### config.mk
export PLATFORM = sky130hd
export DESIGN_NAME = usbdev_line_monitor
export DESIGN_NICKNAME = d
export VERILOG_FILES = /design/src/rtl/usbdev_line_monitor.sv
export SDC_FILE = /design/constraint.sdc
export NUM_CORES = 1
export LEC_CHECK = 0
export CORE_ASPECT_RATIO = 0.75
export CORE_UTILIZATION = 35
export CTS_CLUSTER_DIAMETER = 200
export DETAILED_ROUTE_END_ITERATION = 10
export PLACE_DENSITY_LB_ADDON = 0.12
export SLEW_MARGIN = 20
export SYNTH_ARGS = -nofsm -noshare
export SYNTH_HDL_FRONTEND = slang
export SYNTH_SLANG_ARGS = --single-unit
export TNS_END_PERCENT = 100
### constraint.sdc
create_clock -name clk_i -period 3.29 [get_ports clk_i]
set_input_delay 0.329 -clock clk_i [delete_from_list [all_inputs] [get_ports clk_i]]
set_output_delay 0.329 -clock clk_i [all_outputs]
set_load 0.1 [all_outputs]
### src/rtl/usbdev_line_monitor.sv
// USB device line-state monitor: glitch-filters the raw D+/D- levels, times SE0 and
// J idle against the 1 us strobe, and tracks the link state with single-cycle events.
module usbdev_line_monitor #(
  parameter int unsigned FilterCycles = 3,
  parameter int unsigned ResetUs      = 3,
  parameter int unsigned SuspendUs    = 3000
) (
  input  logic       clk_i,
  input  logic       rst_ni,
  input  logic       usb_rx_dp_i,
  input  logic       usb_rx_dn_i,
  input  logic       usb_pwr_sense_i,
  input  logic       usb_dp_pullup_en_i,
  input  logic       tick_us_i,
  output logic [1:0] line_state_o,
  output logic [2:0] link_state_o,
  output logic       evt_powered_o,
  output logic       evt_reset_o,
  output logic       evt_suspend_o,
  output logic       evt_resume_o,
  output logic       evt_disconnect_o
);

  localparam int unsigned RunW = $clog2(FilterCycles + 1);

  typedef enum logic [1:0] {
    LS_SE0 = 2'd0,
    LS_J   = 2'd1,
    LS_K   = 2'd2,
    LS_SE1 = 2'd3
  } line_e;

  typedef enum logic [2:0] {
    LINK_DISCONNECTED = 3'd0,
    LINK_POWERED      = 3'd1,
    LINK_ACTIVE       = 3'd2,
    LINK_SUSPENDED    = 3'd3,
    LINK_RESUMING     = 3'd4
  } link_e;

  function automatic logic [RunW-1:0] run_sat_inc(input logic [RunW-1:0] r);
    if (r >= RunW'(FilterCycles)) return r;
    return r + RunW'(1);
  endfunction

  function automatic logic [3:0] sat_inc4(input logic [3:0] c);
    if (c == 4'hF) return c;
    return c + 4'd1;
  endfunction

  function automatic logic [11:0] sat_inc12(input logic [11:0] c);
    if (c == 12'hFFF) return c;
    return c + 12'd1;
  endfunction

  // Stage p0: line filter and microsecond timers
  logic [1:0]      raw;
  logic [1:0]      raw_last_p0;
  logic [RunW-1:0] run_p0;
  logic [RunW-1:0] run_d;
  line_e           line_p0;
  logic [3:0]      se0_cnt_p0;
  logic [3:0]      se0_cnt_d;
  logic [11:0]     idle_cnt_p0;
  logic [11:0]     idle_cnt_d;
  logic            se0_active;
  logic            idle_active;
  logic            bus_reset;
  logic            suspend_hit;

  // J is dp=1,dn=0 -> code 1, K is dp=0,dn=1 -> code 2
  assign raw   = {usb_rx_dn_i, usb_rx_dp_i};
  assign run_d = (raw == raw_last_p0) ? run_sat_inc(run_p0) : RunW'(1);

  always_ff @(posedge clk_i) begin
    if (!rst_ni) begin
      raw_last_p0 <= 2'd0;
      run_p0      <= '0;
      line_p0     <= LS_SE0;
    end else begin
      raw_last_p0 <= raw;
      run_p0      <= run_d;
      if (run_d >= RunW'(FilterCycles)) line_p0 <= line_e'(raw);
    end
  end

  logic  connected;
  link_e link_p1;
  link_e link_d;
  logic  resume_seen_p1;
  logic  resume_seen_d;
  logic  evt_powered_d, evt_reset_d, evt_suspend_d, evt_resume_d, evt_disconnect_d;

  assign connected   = usb_pwr_sense_i & usb_dp_pullup_en_i;
  assign se0_active  = (line_p0 == LS_SE0);
  assign idle_active = (link_p1 == LINK_ACTIVE) && (line_p0 == LS_J);
  // Exact-match on the incrementing tick so each interval fires once, never again at saturation
  assign bus_reset   = se0_active && tick_us_i && (se0_cnt_p0 != 4'hF) &&
                       (sat_inc4(se0_cnt_p0) == 4'(ResetUs));
  assign suspend_hit = idle_active && tick_us_i && (idle_cnt_p0 != 12'hFFF) &&
                       (sat_inc12(idle_cnt_p0) == 12'(SuspendUs));

  always_comb begin
    se0_cnt_d = se0_cnt_p0;
    if (!se0_active)    se0_cnt_d = 4'd0;
    else if (tick_us_i) se0_cnt_d = sat_inc4(se0_cnt_p0);
    idle_cnt_d = idle_cnt_p0;
    if (!idle_active)   idle_cnt_d = 12'd0;
    else if (tick_us_i) idle_cnt_d = sat_inc12(idle_cnt_p0);
  end

  always_ff @(posedge clk_i) begin
    if (!rst_ni) begin
      se0_cnt_p0  <= 4'd0;
      idle_cnt_p0 <= 12'd0;
    end else begin
      se0_cnt_p0  <= se0_cnt_d;
      idle_cnt_p0 <= idle_cnt_d;
    end
  end

  // Stage p1: link state machine and event pulses
  always_comb begin
    link_d           = link_p1;
    evt_powered_d    = 1'b0;
    evt_reset_d      = 1'b0;
    evt_suspend_d    = 1'b0;
    evt_resume_d     = 1'b0;
    evt_disconnect_d = 1'b0;
    resume_seen_d    = (link_p1 == LINK_RESUMING) ? (resume_seen_p1 | se0_active) : 1'b0;
    if (link_p1 != LINK_DISCONNECTED && !connected) begin
      link_d           = LINK_DISCONNECTED;
      evt_disconnect_d = 1'b1;
    end else begin
      case (link_p1)
        LINK_DISCONNECTED: begin
          if (connected) begin
            link_d        = LINK_POWERED;
            evt_powered_d = 1'b1;
          end
        end
        LINK_POWERED: begin
          if (bus_reset) begin
            link_d      = LINK_ACTIVE;
            evt_reset_d = 1'b1;
          end
        end
        LINK_ACTIVE: begin
          if (bus_reset) begin
            evt_reset_d = 1'b1;
          end else if (suspend_hit) begin
            link_d        = LINK_SUSPENDED;
            evt_suspend_d = 1'b1;
          end
        end
        LINK_SUSPENDED: begin
          if (bus_reset) begin
            link_d      = LINK_ACTIVE;
            evt_reset_d = 1'b1;
          end else if (line_p0 == LS_K) begin
            link_d = LINK_RESUMING;
          end
        end
        LINK_RESUMING: begin
          if (bus_reset) begin
            link_d      = LINK_ACTIVE;
            evt_reset_d = 1'b1;
          end else if (line_p0 == LS_J && resume_seen_p1) begin
            link_d       = LINK_ACTIVE;
            evt_resume_d = 1'b1;
          end
        end
        default: link_d = LINK_DISCONNECTED;
      endcase
    end
  end

  always_ff @(posedge clk_i) begin
    if (!rst_ni) begin
      link_p1          <= LINK_DISCONNECTED;
      resume_seen_p1   <= 1'b0;
      evt_powered_o    <= 1'b0;
      evt_reset_o      <= 1'b0;
      evt_suspend_o    <= 1'b0;
      evt_resume_o     <= 1'b0;
      evt_disconnect_o <= 1'b0;
    end else begin
      link_p1          <= link_d;
      resume_seen_p1   <= resume_seen_d;
      evt_powered_o    <= evt_powered_d;
      evt_reset_o      <= evt_reset_d;
      evt_suspend_o    <= evt_suspend_d;
      evt_resume_o     <= evt_resume_d;
      evt_disconnect_o <= evt_disconnect_d;
    end
  end

  assign line_state_o = line_p0;
  assign link_state_o = link_p1;

endmodule

==> results.tsv, run 1 <==
metric	value	unit
worst_pin_slew	0.968	ns
clkLatencyLatePin	0.28	ns
drt_wl_total	3530	um
timing.final.crit_share	70.8	%
layout-drive-gt1-share	7.32	%
p_leak	0.662	nW
root_buffer	clkbuf_8	
antenna_found_initial	0	
p_total	801	uW
final_cell_mix	dfxtp_1, clkdlybuf4s50_1, nor2_1, nand2_1, nand3_1	
relSlewSlack	35.2	%
gp_congestion	0.813	
synth_seq_cells	31	
gr-usage-met3	4.44	%
use_met1	23.0	%
crit_arrival	2.00	ns
status	finished clean	
grt_pass1_wl	5890	um
fin_skew	0.00261	ns
period_needed	2.33	ns
tritoncts	done	
ir_worst_vdd	0.164	mV
rsz0062_at_grt	no	
grt_usage	16.0	%
cts_buffers	5	
switchingPower	195	uW
slew_violations	0	
power_frac_seq	48.9	%
gr-usage-met2	21.6	%
cp-start-kind	register	
top_level_ports	17	
clock.fmax	430	MHz
cp_max_fo	8	
grt.busiest_layer	met1	
cts_resized	0	
grt_pass1_vias	1236	
post_drt_wl_per_cell	13.5	um
path_class	reg2out	
first_iter_violations	67	
hold_viol	0	
rows	21	
max_cap_violations	0	
crit_required	2.96	ns
cts_setup_buffers	0	
setup_viol	0	
worstPathCellList	clkdlybuf4s50_1	
die_y	61.3	um
synth_cell_types	54	
ctsHoldBuffers	0	
power_density	417	nW/um2
ys.flop_type	dfxtp_1	
ys_seq_area_share	37.8	%
yosys_warnings	0	
portBuffers	16	
path_buf_inv	1	
postSynthAreaPerCell	8.65	um2
synthCells	190	
hp-class	reg2reg	
place_hpwl	2520	um
synthToLayoutAreaGrowth	16.9	%
die_area	4970	um2
p_clk_share	40.9	%
die_x	81.1	um
post-route-drc-count	0	
synth-edff-count	0	
core	4490	um2
combPwrFrac	10.1	%
syn-num-nets	199	
path_clk_slew	0.06	ns
cts_sinks	31	
reg2reg_slack	1.16	ns
switching_share	24.4	%
start_util	36.6	%
grt-ovfl-total	0	
vias	1425	
ctsHtreeMaxLevel	2	
path_delay_family	buffers and inverters	
grt_max_degree	22	
slowest_stage	clkdlybuf4s50_1	
internal_power	606	uW
nNetsFinal	213	
drt_pre_antenna_iters	4	
fin_setup_tns	0	ns
final_common_cell	dfxtp_1	
vias_per_cell	5.44	
async_flop_share	0	%
crit_path_end_kind	output port	
ant_nets	0	
antenna_cells	0	
cpPeakStageDelay	1.20	ns
cts.path.max_buffers	2	
netlist_area	1640	um2
-- cells by family (layout without fill, tap and decap cells) --
group | after synthesis | in the layout | synth area share [%]
AOI/OAI and AO/OA | 34 | 34 | 14.3
and+or+nand+nor | 92 | 92 | 32.7
buffers and inverters | 15 | 30 | 4.87
xor gates and xnor gates | 12 | 12 | 6.40
muxes | 4 | 4 | 2.44
DFF | 31 | 31 | 37.8
adders and majority gates | 2 | 2 | 1.52
-- flip-flops by register name (all words and copies together) (netlist names) --
| register | count |
|---|---|
| idle_cnt_p0 | 12 |
| se0_cnt_p0 | 4 |
| link_state_o | 3 |
| line_state_o | 2 |
| raw_last_p0 | 2 |
| run_p0 | 2 |
| evt_disconnect_o | 1 |
| evt_powered_o | 1 |
| evt_reset_o | 1 |
| evt_resume_o | 1 |
| evt_suspend_o | 1 |
| resume_seen_p1 | 1 |
-- tightest hold or removal path: stages, from the launching register on --
cell,delay [ns]
dfxtp_1,0.32
nand2_1,0.06
nor3_1,0.04
-- per-layer routing --
metal	wire, um	vias up
met5	0	-
met4	59	0
met3	134	6
met2	1480	29
met1	1860	668
li1	-	722
-- cell usage after synthesis, types with 3 or more instances --
master / number / share of area [%]
and4_1: 5 / 2.7
nand4_1: 5 / 1.9
dfxtp_1: 31 / 38
nand2_1: 15 / 3.4
nand4b_1: 3 / 1.6
a31oi_1: 4 / 1.5
nand3_1: 10 / 3.0
o21ai_0: 4 / 1.2
buf_6: 3 / 2.1
xnor2_1: 5 / 2.7
mux2i_1: 4 / 2.4
a21oi_1: 8 / 2.4
and3_1: 5 / 1.9
inv_1: 5 / 1.1
xor2_1: 7 / 3.7
nor2b_1: 3 / 1.1
nor2_1: 15 / 3.4
nor3_1: 8 / 2.4
clkbuf_1: 6 / 1.4
and2_1: 6 / 2.3
-- layout make-up --
class	instances	area, um2
tap	57	71.3
timing repair buffer	17	168
multi-input combinational	144	942
fill	442	2570
clock buffer	8	100
inverter	5	18.8
sequential	31	621
-- power groups by stage --
stage                     combinational [mW]  clock (mW)  sequential (mW)
final                                 0.0811       0.328            0.392
after global routing                  0.0878       0.360            0.393
after CTS                             0.0816       0.340            0.392
after detailed placement              0.0813           0            0.400
after global placement                0.0795           0            0.400
after floorplan                       0.0410           0            0.417
-- per-stage QoR --
stage	setup slack [ns]	cell area (um2)	hold slack [ns]	std cells	util (%)
floorplan	0.982	1640	0.428	190	-
global placement	1.15	1820	0.461	254	40.5
detailed placement	1.10	1820	0.455	254	40.5
CTS	0.948	1920	0.462	262	42.7
global route	0.887	1920	0.478	262	42.7
finish	0.962	1920	0.458	262	42.7
-- path summary, 6_finish.rpt --
path / from / end / depth (start not counted)
worst max-delay path: link_state_o[0]$_SDFFE_PP0P_ / link_state_o[0] / 1
worst min-delay path: resume_seen_p1$_SDFF_PN0_ / evt_resume_o$_SDFF_PP0_ / 2
worst max register to register: idle_cnt_p0[0]$_SDFFE_PN0P_ / idle_cnt_p0[9]$_SDFFE_PN0P_ / 5
worst min register to register: resume_seen_p1$_SDFF_PN0_ / evt_resume_o$_SDFF_PP0_ / 2
(Power assumes the default switching activity.)
==> run 2, diff against run 1 <==
- clock period: 3.29 -> 2 ns (I/O delays scaled with it)
==> results.tsv, run 2 (same netlist as run 1, synthesis figures left out) <==
metric	value	unit	change
switching_share	23.8	%	-0.56 points
min_to	evt_resume_o$_SDFF_PP0_		
fin_setup_tns	0	ns	unchanged
grt_pass1_wl	6240	um	+6.1%
rr_endpoint	evt_suspend_o$_SDFF_PP0_		
max_cap_violations	0		unchanged
core	4490	um2	unchanged
fin_skew	0.00534	ns	+0.00273 ns
r2r_cells	6		+1
first_iter_violations	89		+33%
clock.fmax	521	MHz	
final_common_cell	dfxtp_1		
power_frac_seq	45.2	%	-3.7 points
crit_required	2.19	ns	-0.77 ns
cts_buffers	5		unchanged
cp-start-kind	register		
post-route-drc-count	0		unchanged
synthToLayoutAreaGrowth	20.5	%	
antenna_cells	0		unchanged
vias	1460		+2.5%
status	finished clean		
gp_congestion	0.793		-2.4%
regMostFlops	idle_cnt_p0		
cts_setup_buffers	0		unchanged
die_x	81.1	um	unchanged
crit_arrival	2.11	ns	+0.11 ns
root_buffer	clkbuf_8		
internal_power	1.09	mW	+80%
hold_viol	0		unchanged
relSlewSlack	69.6	%	+34 points
ant_nets	0		unchanged
hp-class	reg2reg		
reg2reg_slack	0.08	ns	-1.08 ns
die_area	4970	um2	unchanged
hold_depth	2		unchanged
path_clk_slew	0.07	ns	about the same
grt_pass1_vias	1338		+8.3%
crit_path_end_kind	register		
nNetsFinal	220		+3.3%
tritoncts	done		
ctsHtreeMaxLevel	2		unchanged
ctsHoldBuffers	0		unchanged
switchingPower	340	uW	+74%
p_total	1.43	mW	+78%
grt-ovfl-total	0		unchanged
cts.path.max_buffers	2		unchanged
rsz0062_at_grt	no		
antenna_found_initial	0		unchanged
period_needed	1.92	ns	
clkLatencyLatePin	0.28	ns	about the same
grt_max_degree	21		-4.5%
r2r_start	idle_cnt_p0[1]$_SDFFE_PN0P_		
die_y	61.3	um	unchanged
setup_viol	0		unchanged
min_from	resume_seen_p1$_SDFF_PN0_		
top_level_ports	17		unchanged
vias_per_cell	5.43		-0.21%
cp_max_fo	6		-2
cts_resized	0		unchanged
p_leak	0.732	nW	+11%
worst_pin_slew	0.455	ns	-0.514 ns
timing.final.crit_share	96.0	%	
grt_usage	17.0	%	+1.0 points
rows	21		unchanged
place_area	1850	um2	+1.9%
startpoint	idle_cnt_p0[1]$_SDFFE_PN0P_		
slew_violations	0		unchanged
cts_sinks	31		unchanged
power_density	721	nW/um2	+73%
largest_reg_flops	12		unchanged
fin_area	1980	um2	+3.1%
path_class	reg2reg		
combPwrFrac	9.6	%	-0.5 points
layout-drive-gt1-share	18.9	%	+12 points
drt_pre_antenna_iters	4		unchanged
place_hpwl	2670	um	+5.9%
drt_wl_total	3680	um	+4.4%
portBuffers	16		unchanged
post_drt_wl_per_cell	13.7	um	+1.7%
final_cell_mix	dfxtp_1, buf_4, nor2_1, nand2_1, nand3_1		
p_clk_share	45.2	%	+4.3 points
start_util	36.6	%	unchanged
ir_worst_vdd	0.365	mV	+120%
==> run 2: per-layer routing <==
| metal | share of wire (%) | vias up | GRT usage, % |
|---|---|---|---|
| met1 | 51 | 686 | 23.8 |
| met4 | 1.8 | 0 | 7.91 |
| met5 | 0 | - | 0 |
| met3 | 4.4 | 7 | 5.19 |
| met2 | 42 | 33 | 23.9 |
| li1 | - | 734 | - |
==> run 2: area by class of cell <==
type	instances	area [um2]
sequential	31	627
timing repair buffer	24	195
multi-input combinational	144	950
clock inverter	2	35.0
fill	437	2510
inverter	5	18.8
tap	57	71.3
clock buffer	6	82.6
==> run 2: worst max-delay path by stage <==
| stage | end | slack, ns | cells after the start |
|---|---|---|---|
| finish | evt_suspend_o$_SDFF_PP0_ | 0.08 | 6 |
| global route | evt_suspend_o$_SDFF_PP0_ | 0.004 | 6 |
| CTS | evt_suspend_o$_SDFF_PP0_ | 0.07 | 6 |
| detailed placement | evt_suspend_o$_SDFF_PP0_ | 0.08 | 6 |
| global placement | evt_suspend_o$_SDFF_PP0_ | 0.15 | 6 |
| floorplan | evt_suspend_o$_SDFF_PP0_ | 0.04 | 5 |
==> run 2: power groups by stage <==
stage | Combinational (mW) | Sequential (mW) | Clock, mW
finish | 0.138 | 0.645 | 0.645
global route | 0.150 | 0.647 | 0.693
CTS | 0.137 | 0.645 | 0.661
detailed placement | 0.136 | 0.659 | 0
global placement | 0.133 | 0.658 | 0
floorplan | 0.0673 | 0.687 | 0
==> run 2: worst max-delay path, stage by stage, from the launching register on <==
cell and delay (ns):
dfxtp_1 0.34, ha_2 0.23, nand2_1 0.09, o31ai_2 0.22, a32oi_1 0.12, or4_1 0.53, nor4bb_1 0.29
==> run 2: metrics by stage <==
stage / hold WS (ns) / util, % / worst slack [ns] / std cells
after floorplan: 0.322 / - / 0.0415 / 190
after global placement: 0.448 / 41.3 / 0.146 / 261
after detailed placement: 0.466 / 41.3 / 0.0762 / 261
after CTS: 0.475 / 43.9 / 0.0663 / 269
after global routing: 0.501 / 44.1 / 0.00356 / 269
final: 0.477 / 44.1 / 0.0792 / 269
==> run 3, diff against run 2 <==
- CTS_BUF_LIST: default -> sky130_fd_sc_hd__clkbuf_4
==> results.tsv, run 3 (same netlist as run 1, synthesis figures left out) <==
metric	value	unit	change
status	finished clean		
start_util	36.6	%	unchanged
grt_usage	16.6	%	-0.42 points
die_y	61.3	um	unchanged
hold_depth	2		unchanged
ctsHoldBuffers	0		unchanged
synthToLayoutAreaGrowth	18.0	%	
max_cap_violations	0		unchanged
regMostFlops	idle_cnt_p0		
period_needed	1.88	ns	-0.0368 ns
grt_max_degree	21		unchanged
post_drt_wl_per_cell	13.6	um	-0.79%
tritoncts	done		
timing.final.crit_share	94.2	%	-1.8 points
rows	21		unchanged
cts_setup_buffers	0		unchanged
grt_pass1_wl	6130	um	-1.8%
power_density	653	nW/um2	-9.5%
cp_max_fo	6		unchanged
hp-class	reg2reg		
top_level_ports	17		unchanged
worst_pin_slew	0.458	ns	+0.00282 ns
portBuffers	16		unchanged
r2r_cells	6		unchanged
die_area	4970	um2	unchanged
nNetsFinal	220		unchanged
drt_pre_antenna_iters	4		unchanged
relSlewSlack	69.4	%	-0.19 points
root_buffer	clkbuf_4		
path_class	reg2reg		
fin_setup_tns	0	ns	unchanged
place_inst	261		unchanged
gp_congestion	0.793		unchanged
fin_skew	0.00871	ns	+0.00337 ns
clock.fmax	531	MHz	+2.0%
slew_violations	0		unchanged
grt-ovfl-total	0		unchanged
ant_nets	0		unchanged
p_leak	0.713	nW	-2.5%
vias_per_cell	5.37		-1.0%
grt_pass1_vias	1321		-1.3%
rsz0062_at_grt	no		
cts_resized	0		unchanged
final_common_cell	dfxtp_1		
path_clk_slew	0.10	ns	+0.03 ns
core	4490	um2	unchanged
hold_viol	0		unchanged
clkLatencyLatePin	0.34	ns	+0.06 ns
post-route-drc-count	0		unchanged
largest_reg_flops	12		unchanged
crit_arrival	2.12	ns	about the same
cts_sinks	31		unchanged
cts_buffers	5		unchanged
vias	1445		-1.0%
crit_required	2.24	ns	+0.05 ns
stdcell_count	269		unchanged
final_cell_mix	dfxtp_1, buf_4, nor2_1, nand2_1, nand3_1		
drt_wl_total	3650	um	-0.79%
layout-drive-gt1-share	18.4	%	-0.47 points
cts.path.max_buffers	2		unchanged
first_iter_violations	77		-13%
die_x	81.1	um	unchanged
antenna_found_initial	0		unchanged
ir_worst_vdd	0.394	mV	+8.0%
setup_viol	0		unchanged
antenna_cells	0		unchanged
place_hpwl	2670	um	unchanged
cp-start-kind	register		
crit_path_end_kind	register		
ctsHtreeMaxLevel	2		unchanged
-- run 3: final timing paths --
| kind | slack (ns) | from | endpoint |
|---|---|---|---|
| hold reg to reg | 0.48 | resume_seen_p1$_SDFF_PN0_ | evt_resume_o$_SDFF_PP0_ |
| setup / recovery | 0.12 | idle_cnt_p0[1]$_SDFFE_PN0P_ | evt_suspend_o$_SDFF_PP0_ |
| hold / removal | 0.48 | resume_seen_p1$_SDFF_PN0_ | evt_resume_o$_SDFF_PP0_ |
| setup reg to reg | 0.12 | idle_cnt_p0[1]$_SDFFE_PN0P_ | evt_suspend_o$_SDFF_PP0_ |
-- run 3: power breakdown --
part	total, mW	switching [mW]	leakage, nW	internal, mW
Clock	0.484	0.227	0.0426	0.257
Combinational	0.137	0.0832	0.417	0.0536
Sequential	0.645	0.0139	0.254	0.631
Total	1.27	0.324	0.713	0.942
-- run 3: per-layer routing --
metal	global-route usage, %	vias up	wire, um	share of wire [%]
li1	-	733	-	-
met1	23.8	678	1960	54
met2	23.0	32	1510	41
met3	4.74	2	161	4.4
met4	7.14	0	23	0.63
met5	0	-	0	0
-- run 3: final cells by class --
class                           count  area [um2]
Fill cell                         438        2550
Multi-Input combinational cell    144         950
Sequential cell                    31         627
Timing Repair Buffer               24         195
Tap cell                           57        71.3
Clock inverter                      3        38.8
Clock buffer                        5        37.5
Inverter                            5        18.8
-- run 3: worst max-delay path, stage by stage (launching register included) --
cell      delay, ns
dfxtp_1        0.35
ha_2           0.23
nand2_1        0.08
o31ai_2        0.19
a32oi_1        0.11
or4_1          0.53
nor4bb_1       0.29
-- run 3: through the flow --
step,utilization [%],instance area [um2],power [mW],setup slack (ns),hold slack (ns)
floorplan,-,1650,0.755,0.0415,0.322
global placement,41.3,1850,0.791,0.146,0.448
detailed placement,41.3,1850,0.795,0.0762,0.466
CTS,43.0,1930,1.28,0.0623,0.480
global route,43.1,1940,1.32,0.0229,0.506
finish,43.1,1940,1.27,0.116,0.481
